### src/rtl/mem_map_pkg.sv
// Shared memory-map constants for the list agent: list base/count addresses,
// command op codes and FSM state encodings.
package mem_map_pkg;

  localparam logic [10:0] KNOWN_SINKS           = 11'h008;
  localparam logic [10:0] WORST_HOPS            = 11'h028;
  localparam logic [10:0] NEIGHBOR_ID           = 11'h048;
  localparam logic [10:0] CLUSTER_ID            = 11'h0C8;
  localparam logic [10:0] BETTER_NEIGHBORS      = 11'h668;
  localparam logic [10:0] KNOWN_SINK_COUNT      = 11'h688;
  localparam logic [10:0] NEIGHBOR_COUNT        = 11'h68A;
  localparam logic [10:0] BETTER_NEIGHBOR_COUNT = 11'h68C;

  localparam logic OP_READ   = 1'b0;
  localparam logic OP_APPEND = 1'b1;

  localparam logic [2:0] ST_IDLE       = 3'd0;
  localparam logic [2:0] ST_FETCH_CNT  = 3'd1;
  localparam logic [2:0] ST_FETCH_ELEM = 3'd2;
  localparam logic [2:0] ST_HOLD       = 3'd3;
  localparam logic [2:0] ST_WRITE_ELEM = 3'd4;
  localparam logic [2:0] ST_WRITE_CNT  = 3'd5;
  localparam logic [2:0] ST_DONE       = 3'd6;

endpackage

### src/rtl/mem_list_agent.sv
// Memory-port initiator that walks one count-prefixed word list: READ streams
// every element over valid/ready, APPEND writes the tail element and bumps the count.
module mem_list_agent
  import mem_map_pkg::*;
#(
  parameter int ADDR_W      = 11,
  parameter int WORD_W      = 16,
  parameter int MAX_ENTRIES = 64
) (
  input  logic              clock,
  input  logic              nrst,
  input  logic              cmd_valid,
  output logic              cmd_ready,
  input  logic              cmd_op,
  input  logic [ADDR_W-1:0] cmd_base,
  input  logic [ADDR_W-1:0] cmd_cnt_addr,
  input  logic [WORD_W-1:0] cmd_wdata,
  output logic              out_valid,
  input  logic              out_ready,
  output logic [WORD_W-1:0] out_data,
  output logic [5:0]        out_index,
  output logic              out_last,
  output logic              done,
  output logic              err,
  output logic [ADDR_W-1:0] mem_address,
  output logic              mem_wr_en,
  output logic [WORD_W-1:0] mem_data_in,
  input  logic [WORD_W-1:0] mem_data_out
);

  localparam logic [WORD_W-1:0] MAX_CNT = WORD_W'(MAX_ENTRIES);
  localparam logic [WORD_W-1:0] ONE_W   = {{(WORD_W-1){1'b0}}, 1'b1};
  localparam logic [WORD_W-1:0] ZERO_W  = {WORD_W{1'b0}};

  // Element i lives two bytes per word past the base; the sum wraps silently.
  function automatic logic [ADDR_W-1:0] elem_addr(input logic [ADDR_W-1:0] base,
                                                  input logic [5:0]        idx);
    return base + ADDR_W'({idx, 1'b0});
  endfunction

  logic [2:0]        state_r, state_next;
  logic              op_r;
  logic [ADDR_W-1:0] base_r, cnt_addr_r;
  logic [WORD_W-1:0] wdata_r;
  logic [WORD_W-1:0] count_r, count_next;
  logic [5:0]        idx_r, idx_next;
  logic              err_next;
  logic              accept_s;

  logic              cmd_ready_r, out_valid_r, out_last_r, done_r, err_r;
  logic [WORD_W-1:0] out_data_r;
  logic [5:0]        out_index_r;
  logic [ADDR_W-1:0] mem_address_r, mem_address_next;
  logic              mem_wr_en_r, mem_wr_en_next;
  logic [WORD_W-1:0] mem_data_in_r, mem_data_in_next;

  assign accept_s = cmd_valid & cmd_ready_r;

  // Next-state, index and count decode.
  always_comb begin
    state_next = state_r;
    idx_next   = idx_r;
    count_next = count_r;
    err_next   = 1'b0;
    case (state_r)
      ST_IDLE: begin
        if (accept_s) begin
          state_next = ST_FETCH_CNT;
        end else begin
          state_next = ST_IDLE;
        end
      end
      ST_FETCH_CNT: begin
        count_next = mem_data_out;
        if (op_r == OP_APPEND) begin
          if (mem_data_out >= MAX_CNT) begin
            state_next = ST_DONE;
            err_next   = 1'b1;
          end else begin
            state_next = ST_WRITE_ELEM;
          end
        end else begin
          if (mem_data_out == ZERO_W) begin
            state_next = ST_DONE;
          end else if (mem_data_out > MAX_CNT) begin
            state_next = ST_DONE;
            err_next   = 1'b1;
          end else begin
            idx_next   = 6'd0;
            state_next = ST_FETCH_ELEM;
          end
        end
      end
      ST_FETCH_ELEM: state_next = ST_HOLD;
      ST_HOLD: begin
        if (out_ready) begin
          if (out_last_r) begin
            state_next = ST_DONE;
          end else begin
            idx_next   = idx_r + 6'd1;
            state_next = ST_FETCH_ELEM;
          end
        end else begin
          state_next = ST_HOLD;
        end
      end
      ST_WRITE_ELEM: state_next = ST_WRITE_CNT;
      ST_WRITE_CNT:  state_next = ST_DONE;
      ST_DONE:       state_next = ST_IDLE;
      default:       state_next = ST_IDLE;
    endcase
  end

  // Memory port values for the state being entered, so they register cleanly.
  always_comb begin
    mem_address_next = {ADDR_W{1'b0}};
    mem_wr_en_next   = 1'b0;
    mem_data_in_next = ZERO_W;
    case (state_next)
      ST_FETCH_CNT:  mem_address_next = cmd_cnt_addr;
      ST_FETCH_ELEM: mem_address_next = elem_addr(base_r, idx_next);
      ST_WRITE_ELEM: begin
        mem_address_next = elem_addr(base_r, count_next[5:0]);
        mem_wr_en_next   = 1'b1;
        mem_data_in_next = wdata_r;
      end
      ST_WRITE_CNT: begin
        mem_address_next = cnt_addr_r;
        mem_wr_en_next   = 1'b1;
        mem_data_in_next = count_next + ONE_W;
      end
      default: mem_address_next = {ADDR_W{1'b0}};
    endcase
  end

  // State, command latches and all registered outputs.
  always_ff @(posedge clock or negedge nrst) begin
    if (!nrst) begin
      state_r       <= ST_IDLE;
      op_r          <= OP_READ;
      base_r        <= {ADDR_W{1'b0}};
      cnt_addr_r    <= {ADDR_W{1'b0}};
      wdata_r       <= ZERO_W;
      count_r       <= ZERO_W;
      idx_r         <= 6'd0;
      cmd_ready_r   <= 1'b0;
      out_valid_r   <= 1'b0;
      out_data_r    <= ZERO_W;
      out_index_r   <= 6'd0;
      out_last_r    <= 1'b0;
      done_r        <= 1'b0;
      err_r         <= 1'b0;
      mem_address_r <= {ADDR_W{1'b0}};
      mem_wr_en_r   <= 1'b0;
      mem_data_in_r <= ZERO_W;
    end else begin
      state_r     <= state_next;
      count_r     <= count_next;
      idx_r       <= idx_next;
      cmd_ready_r <= (state_next == ST_IDLE);
      if (accept_s) begin
        op_r       <= cmd_op;
        base_r     <= cmd_base;
        cnt_addr_r <= cmd_cnt_addr;
        wdata_r    <= cmd_wdata;
      end
      // The element word is on mem_data_out during FETCH_ELEM; hold it for the handshake.
      if (state_r == ST_FETCH_ELEM) begin
        out_data_r  <= mem_data_out;
        out_index_r <= idx_r;
        out_last_r  <= ({{(WORD_W-6){1'b0}}, idx_r} == (count_r - ONE_W));
      end
      out_valid_r   <= (state_next == ST_HOLD);
      done_r        <= (state_next == ST_DONE);
      err_r         <= err_next;
      mem_address_r <= mem_address_next;
      mem_wr_en_r   <= mem_wr_en_next;
      mem_data_in_r <= mem_data_in_next;
    end
  end

  assign cmd_ready   = cmd_ready_r;
  assign out_valid   = out_valid_r;
  assign out_data    = out_data_r;
  assign out_index   = out_index_r;
  assign out_last    = out_last_r;
  assign done        = done_r;
  assign err         = err_r;
  assign mem_address = mem_address_r;
  assign mem_wr_en   = mem_wr_en_r;
  assign mem_data_in = mem_data_in_r;

endmodule

### config.mk
export PLATFORM = sky130hd
export DESIGN_NAME = mem_list_agent
export DESIGN_NICKNAME = d
export VERILOG_FILES = /design/src/rtl/mem_map_pkg.sv /design/src/rtl/mem_list_agent.sv
export SDC_FILE = /design/constraint.sdc
export NUM_CORES = 1
export LEC_CHECK = 0
export CAP_MARGIN = 20
export CORE_MARGIN = 3
export CORE_UTILIZATION = 47
export CTS_BUF_LIST = sky130_fd_sc_hd__clkbuf_16
export DETAILED_ROUTE_END_ITERATION = 7
export GPL_TIMING_DRIVEN = 0
export PLACE_DENSITY = 0.85
export RECOVER_POWER = 100
export SLEW_MARGIN = 5
export SYNTH_ARGS = -nofsm -noshare
export SYNTH_HDL_FRONTEND = slang
export SYNTH_SLANG_ARGS = --single-unit
export TNS_END_PERCENT = 1
### constraint.sdc
create_clock -name clock -period 3.7 [get_ports clock]
set_clock_uncertainty 0.2 [all_clocks]
set_input_delay 0.74 -clock clock [delete_from_list [all_inputs] [get_ports clock]]
set_output_delay 0.74 -clock clock [all_outputs]
set_load 0.02 [all_outputs]
==> run metrics <==
Arr. time, crit path 3.99 ns; final hold violation count 0; area grow syn2layout 38.2%; syn nets 568; Worst-path clk slew 0.05 ns; core area 0.0116 sq mm; count leader, synth dfrtp_1; failing checks capacitance limit, slew limit, setup timing; Clk pwr share 19.6%; clock sink count 119; crit-path leading delay family compound AO/OA/AOI/OAI gates; Buffers on Ports 112; r2r setup slk -0.08 ns; Cells after Synth 499; via count 4563; Slowest cell on crit path or4_4; Commonest cells post-synth 119 x dfrtp_1, 65 x mux2_2, 46 x nand2_1; DRT Pass-1 Iters 5; vias in the first global route 4699; # diodes 0; Slew @ Worst Pin 2.98 ns; Yosys reg bits 119; initial antenna violation count 0; Avg Cell Area, Syn 11.4 sq um; final worst path period share 105%; Total Power 7720 uW; Comb pwr share 50.4%; post-synthesis async set-or-reset flop share 100%; Cell variety after synth 52; HPWL after DPL 10900 um; ANT nets after route 0; Period minus WS final 3.90 ns; maxcap violations 1; Max Fclk 0.256 GHz; Max Transition Viols Final 58; worst hold-check path type flip-flop to flip-flop; Layout Cells excl Fill 797; GP Congestion 0.857; Final setup violation count 5; die area 0.0135 sq mm; peak fanout along the critical path 4; Seq pwr share 30.0%; RSZ-0062 raised after global routing yes; FP Rows 39; Slowest Stage Delay on Critical Path 0.54 ns; largest net degree at the start of global routing 64; layout cell share with drive strength beyond 1 22.5%; Chip Width 116 um; Max-Slew Margin vs Limit -98.9%; min setup slack post-route -0.200 ns; P_sw 2950 uW; number of flops mapped to enable cells by yosys 0; final wirelength 15300 um; Worst Path Required 3.79 ns; Setup CP Type input port to flip-flop; Die Ht 116 um; synth top area cells dfrtp_1 52%, mux2_2 13%, nand2_1 3.0%; Seq/Total Area, Yosys 52.3%; cell area power density 980 mW/mm^2; drt via density 5.73; Total GRT Usage 23.7%; first-pass GRT wire length 24200 um; Peak VDD IR 0.000556 V; H-tree levels 4; Crit path buffers/inverters 3; nets@finish 710; Initial Util 49.1%; CTS tree done; Setup crit end kind flip-flop; Util after Layout 67.8%; pre-CTS setup slack -1.47 ns; share of the synthesized area in the top cell type 52.3%; P_int 4770 uW; drt initial violations 355; Yosys warning count 0; GRT overflow 0; status finished with violations; placed cell count 755; Switching Fraction 38.2%; worst-skew pair later-pin latency 0.42 ns; root buffer cell clkbuf_16; DR DRC count 0; DR WL/cell 19.3 um; leading area contributor after synthesis dfrtp_1; # IOs 114; startpoint types input port; Leak Pwr 0.00343 uW; Synth Flop Type dfrtp_1; CTS buffer count 17; Max clock buf depth 2; Syn Std Cell Area 0.00570 sq mm; crit-path cells buf_8 > or4_4 > o31a_1 > o41ai_4 > a31oi_4 > buf_6 > mux2_4 > ha_4 > inv_2 > fa_2 > nor2b_1 > o21a_1 > o21ai_2 > a211oi_2 > xnor2_1 > o21ai_1
-- layer usage --
layer | vias to the layer above | GRT usage, % | part of all wire [%]
li1 | 2088 | - | -
met1 | 2240 | 29.4 | 40
met2 | 197 | 39.6 | 52
met3 | 38 | 7.15 | 6.4
met4 | 0 | 8.43 | 2.2
met5 | - | 0 | 0
-- final cells by class --
cell class	count	area [sq um]
timing repair buffer	123	1230
sequential	119	2980
fill	868	3740
clock inverter	15	120
clock buffer	17	425
tap	143	179
multi-input combinational	339	2770
buffer	24	116
inverter	17	63.8
-- cells in the final DEF (no fill, tap or decap), drive strengths merged, types with 4 or more instances in the layout --
master | netlist | routed
nand2 | 46 | 46
clkbuf | 17 | 36
inv | 17 | 19
a22o | 13 | 13
and2 | 4 | 4
a32o | 4 | 4
buf | 7 | 21
mux2 | 68 | 68
dfrtp | 119 | 119
xnor2 | 17 | 17
a22oi | 12 | 12
clkdlybuf4s50 | 0 | 96
nor3b | 4 | 4
ha | 9 | 9
nor4 | 7 | 7
nor2b | 7 | 7
xor2 | 8 | 8
a21oi | 12 | 12
nand4 | 15 | 15
o21ai | 22 | 22
dlymetal6s2s | 0 | 8
nor2 | 20 | 20
o2bb2ai | 5 | 5
nand3 | 14 | 14
nand2b | 4 | 4
nor3 | 9 | 9
mux2i | 11 | 11
clkinv | 0 | 10
-- final timing paths --
check | to | from | cells past startpoint
max | mem_address[9] | mem_data_out[2] | 16
min | mem_data_in[5] | wdata_r[5] | 1
max reg2reg | mem_address[9] | state_r[2] | 16
min reg2reg | mem_data_in[5] | wdata_r[5] | 1
max in group asynchronous | base_r[1] | nrst | 2
min in group asynchronous | out_data[11] | nrst | 1
-- worst register-to-register path: cells and delay by family, from the launching register on --
family / cells / cell delay (ns)
AO/OA/AOI/OAI: 4 / 0.63
buffers and inverters: 5 / 0.86
adder cells (fa/ha/maj): 2 / 0.47
AND/OR/NAND/NOR: 2 / 0.63
flip-flops: 1 / 0.36
XOR/XNOR: 1 / 0.15
multiplexers: 2 / 0.37
-- flip-flops by register name, summed over array words and instances (netlist names), 3 cells and up --
name         count
base_r          11
cnt_addr_r      11
count_r         16
idx_r            6
mem_address     11
mem_data_in     16
out_data        16
out_index        6
state_r          3
wdata_r         16
-- power by group through the flow --
stage / Sequential, uW / Combinational [uW] / Clock (uW)
after global routing: 2380 / 4240 / 1600
after detailed placement: 2300 / 3470 / 0
after floorplan: 2470 / 2120 / 0
after global placement: 2280 / 3380 / 0
after CTS: 2310 / 3840 / 1550
final: 2310 / 3890 / 1520
-- kinds of logic (layout without fill, tap and decap cells) --
| family | after synthesis | after routing | share of synthesized area (%) |
|---|---|---|---|
| mux | 79 | 79 | 15.6 |
| compound gates | 86 | 86 | 10.7 |
| simple gates | 139 | 139 | 12.3 |
| buf+inv | 41 | 196 | 3.01 |
| flops | 119 | 119 | 52.3 |
| fa+ha+maj | 10 | 10 | 2.33 |
| xor+xnor | 25 | 25 | 3.84 |
-- repair_timing --
action,4_1_cts,5_1_grt
buffers inserted,8,2
hold buffers,0,0
setup endpoints to repair,10,13
pin swaps,22,7
hold endpoints to repair,0,0
resized for setup,57,19
-- per-stage QoR --
| stage | setup TNS, ns | hold WS (ns) | cell area (sq um) |
|---|---|---|---|
| after floorplan | -0.947 | 0.244 | 5710 |
| after global placement | -332.69 | 0.279 | 7010 |
| after detailed placement | -10.22 | 0.287 | 7040 |
| after CTS | -0.936 | 0.0811 | 7820 |
| after global routing | -5.21 | 0.314 | 7880 |
| final | -0.590 | 0.299 | 7880 |
Power figures use the tool's default switching activity.
==> patch, RTL diff (config.mk and constraints unchanged) <==
Remove the register `err_r`: a continuous assignment takes its place, so the output `err` follows one clock earlier.
--- a/src/rtl/mem_list_agent.sv
+++ b/src/rtl/mem_list_agent.sv
@@ -151,3 +151,2 @@
       done_r        <= 1'b0;
-      err_r         <= 1'b0;
       mem_address_r <= {ADDR_W{1'b0}};
@@ -174,3 +173,2 @@
       done_r        <= (state_next == ST_DONE);
-      err_r         <= err_next;
       mem_address_r <= mem_address_next;
@@ -180,2 +178,4 @@
   end
+
+  assign err_r = err_next;
 
Behaviour: not the same (a bounded check fails within 4 cycles, from zero or initial values and one cycle with nrst low).
==> patch against the unedited design <==
The flow still finishes with violations (max-capacitance violations, max-slew violations, negative setup slack); largest cell class unchanged; die area is 0.42% lower; power is 0.23% higher; via count is 1.3% higher; sequential cell count is 1 lower; final area is 0.25% lower; routed wire length is 2.0% higher; non-clock buffer count is 7 higher; synthesized area is 0.44% lower; hold slack worse by 0.0015 ns; setup slack worse by 0.039 ns; utilization is 0.17 points lower.
==> patch: results (changes against the unedited design) <==
Status
  • Status: complete, but fails checks
  • Failing checks: max-capacitance violations, max-slew violations, negative setup slack

Synthesis
  • Most common library cells after synthesis: 118 x dfrtp_1, 65 x mux2_2, 46 x nand2_1
  • Post-synth cell types: 52 (unchanged)
  • Mapped Area: 0.00567 mm2 (-0.44%)
  • Post-synthesis sequential area ratio: 52.0% (-0.21 points)
  • Top post-synthesis cells by area: dfrtp_1 52%, mux2_2 13%, nand2_1 3.0%
  • Synthesized Nets: 567 (-0.18%)
  • Synthesized instance count: 498 (-0.20%)

Placed design
  • Detail Placement HPWL: 11000 um (+1.2%)
  • Port buffer count: 112 (unchanged)
  • Post-DP Area: 0.00702 mm2 (-0.36%)
  • Gpl congestion: 0.882 (+2.9%)
  • Setup WS pre-CTS: -1.49 ns (-0.0171 ns)
  • Placed cells: 754 (-0.13%)

Timing
  • Final Max Slew Viols: 44 (-24%)
  • Hold WS: 0.297 ns (-0.00155 ns)
  • Setup WS post-layout: -0.239 ns (-0.0388 ns)
  • Setup violations, final: 6 (+1)
  • Slew headroom: -46.6% (+52 points)
  • Setup TNS: -0.920 ns (-0.330 ns)

Detailed routing
  • DR top layer: met4
  • Routed vias/inst: 5.76 (+0.58%)
  • Initial DRC count: 376 (+5.9%)
  • Drt wl/cell: 19.5 um (+1.2%)
  • DRT met1 WL: 6280 um (+3.2%)
  • Met2 wire length: 8020 um (+1.0%)
  • Drt first pass iters: 4 (-1)
  • Metal3 WL: 899 um (-8.2%)

Global routing
  • Met2 Usage GRT: 40.8% (+1.2 points)
  • Vias in the first global route: 4834 (+2.9%)
  • First-pass GRT wire length: 24700 um (+1.9%)
  • Pin count of the biggest net entering global routing: 77 (+20%)
  • Met3 Resource Use GR: 6.16% (-0.99 points)
  • Grt met1 use: 28.8% (-0.63 points)
  • Tot GR Track Use: 24.0% (+0.26 points)

CTS
  • Clk Latency, worst-skew pair: around 0.41 ns
  • CTS Root Cell: clkbuf_16

Pwr
  • Power Internal: 4710 uW (-1.4%)
  • Pleak: 0.00348 uW (+1.5%)
  • Gate power share: 50.8% (+0.4 points)
  • Pwr per Cell Area: 985 mW/mm2 (+0.49%)
  • Max VDD drop: 0.593 mV (+6.8%)

Final layout
  • Layout cell share with drive strength beyond 1: 24.2% (+1.8 points)
  • Number of nets in the layout: 716 (+0.85%)
  • Finished Layout Cells: 803 (+0.75%)

Worst setup path
  • Worst-path fanout max: 5 (+1)
  • CP Data Arrival Time: 4.03 ns (+0.04 ns)
  • FF-to-FF setup slack: -0.13 ns (-0.05 ns)

Floorplanning
  • Die span in x: 116 um (-0.21%)

Run
  • Number of max-cap violations: 1 (unchanged)
[patch: cell types whose count changed after synthesis]
cell / unedited run / this run
dfrtp_1: 119 / 118
[patch: worst max-delay path, cell delays in order]
cell and delay [ns]:
buf_8 0.10, or4_4 0.55, o31a_1 0.30, o41ai_4 0.34
a31oi_4 0.20, buf_6 0.17, mux2_4 0.30, fa_2 0.36
nor2b_1 0.15, o21a_1 0.19, o21ai_2 0.10, a211oi_2 0.28
xnor2_1 0.15, o21ai_1 0.10
[patch: path summary, 6_finish.rpt]
check                                 from  depth (start not counted)              end
setup reg to reg                state_r[2]                         14  mem_address[10]
setup / recovery           mem_data_out[2]                         14   mem_address[9]
hold reg to reg                out_data[8]                          1      out_data[8]
max in group asynchronous             nrst                          2      count_r[10]
min in group asynchronous             nrst                          1     out_data[11]
hold / removal                 out_data[8]                          1      out_data[8]
[patch: what timing repair did]
action,CTS,global route
setup buffers,15,2
gates resized for setup,68,11
pin swaps,24,7
gates cloned,0,0
setup endpoints to repair,11,8
[patch: area by class of cell]
class | count | area (um2)
Buffer | 24 | 115
Clock buffer | 17 | 425
Clock inverter | 15 | 123
Fill cell | 847 | 3760
Inverter | 17 | 63.8
Multi-Input combinational cell | 339 | 2770
Sequential cell | 118 | 2950
Tap cell | 143 | 179
Timing Repair Buffer | 130 | 1230
[patch: kinds of logic (layout without fill, tap and decap cells)]
| family | count (synthesis) | after routing | synth area share [%] |
|---|---|---|---|
| muxes | 79 | 79 | 15.6 |
| DFF | 118 | 118 | 52.0 |
| buffers and inverters | 41 | 203 | 3.02 |
| and+or+nand+nor | 139 | 139 | 12.3 |
| adders and majority gates | 10 | 10 | 2.34 |
| xor gates and xnor gates | 25 | 25 | 3.86 |
| AOI/OAI and AO/OA | 86 | 86 | 10.8 |
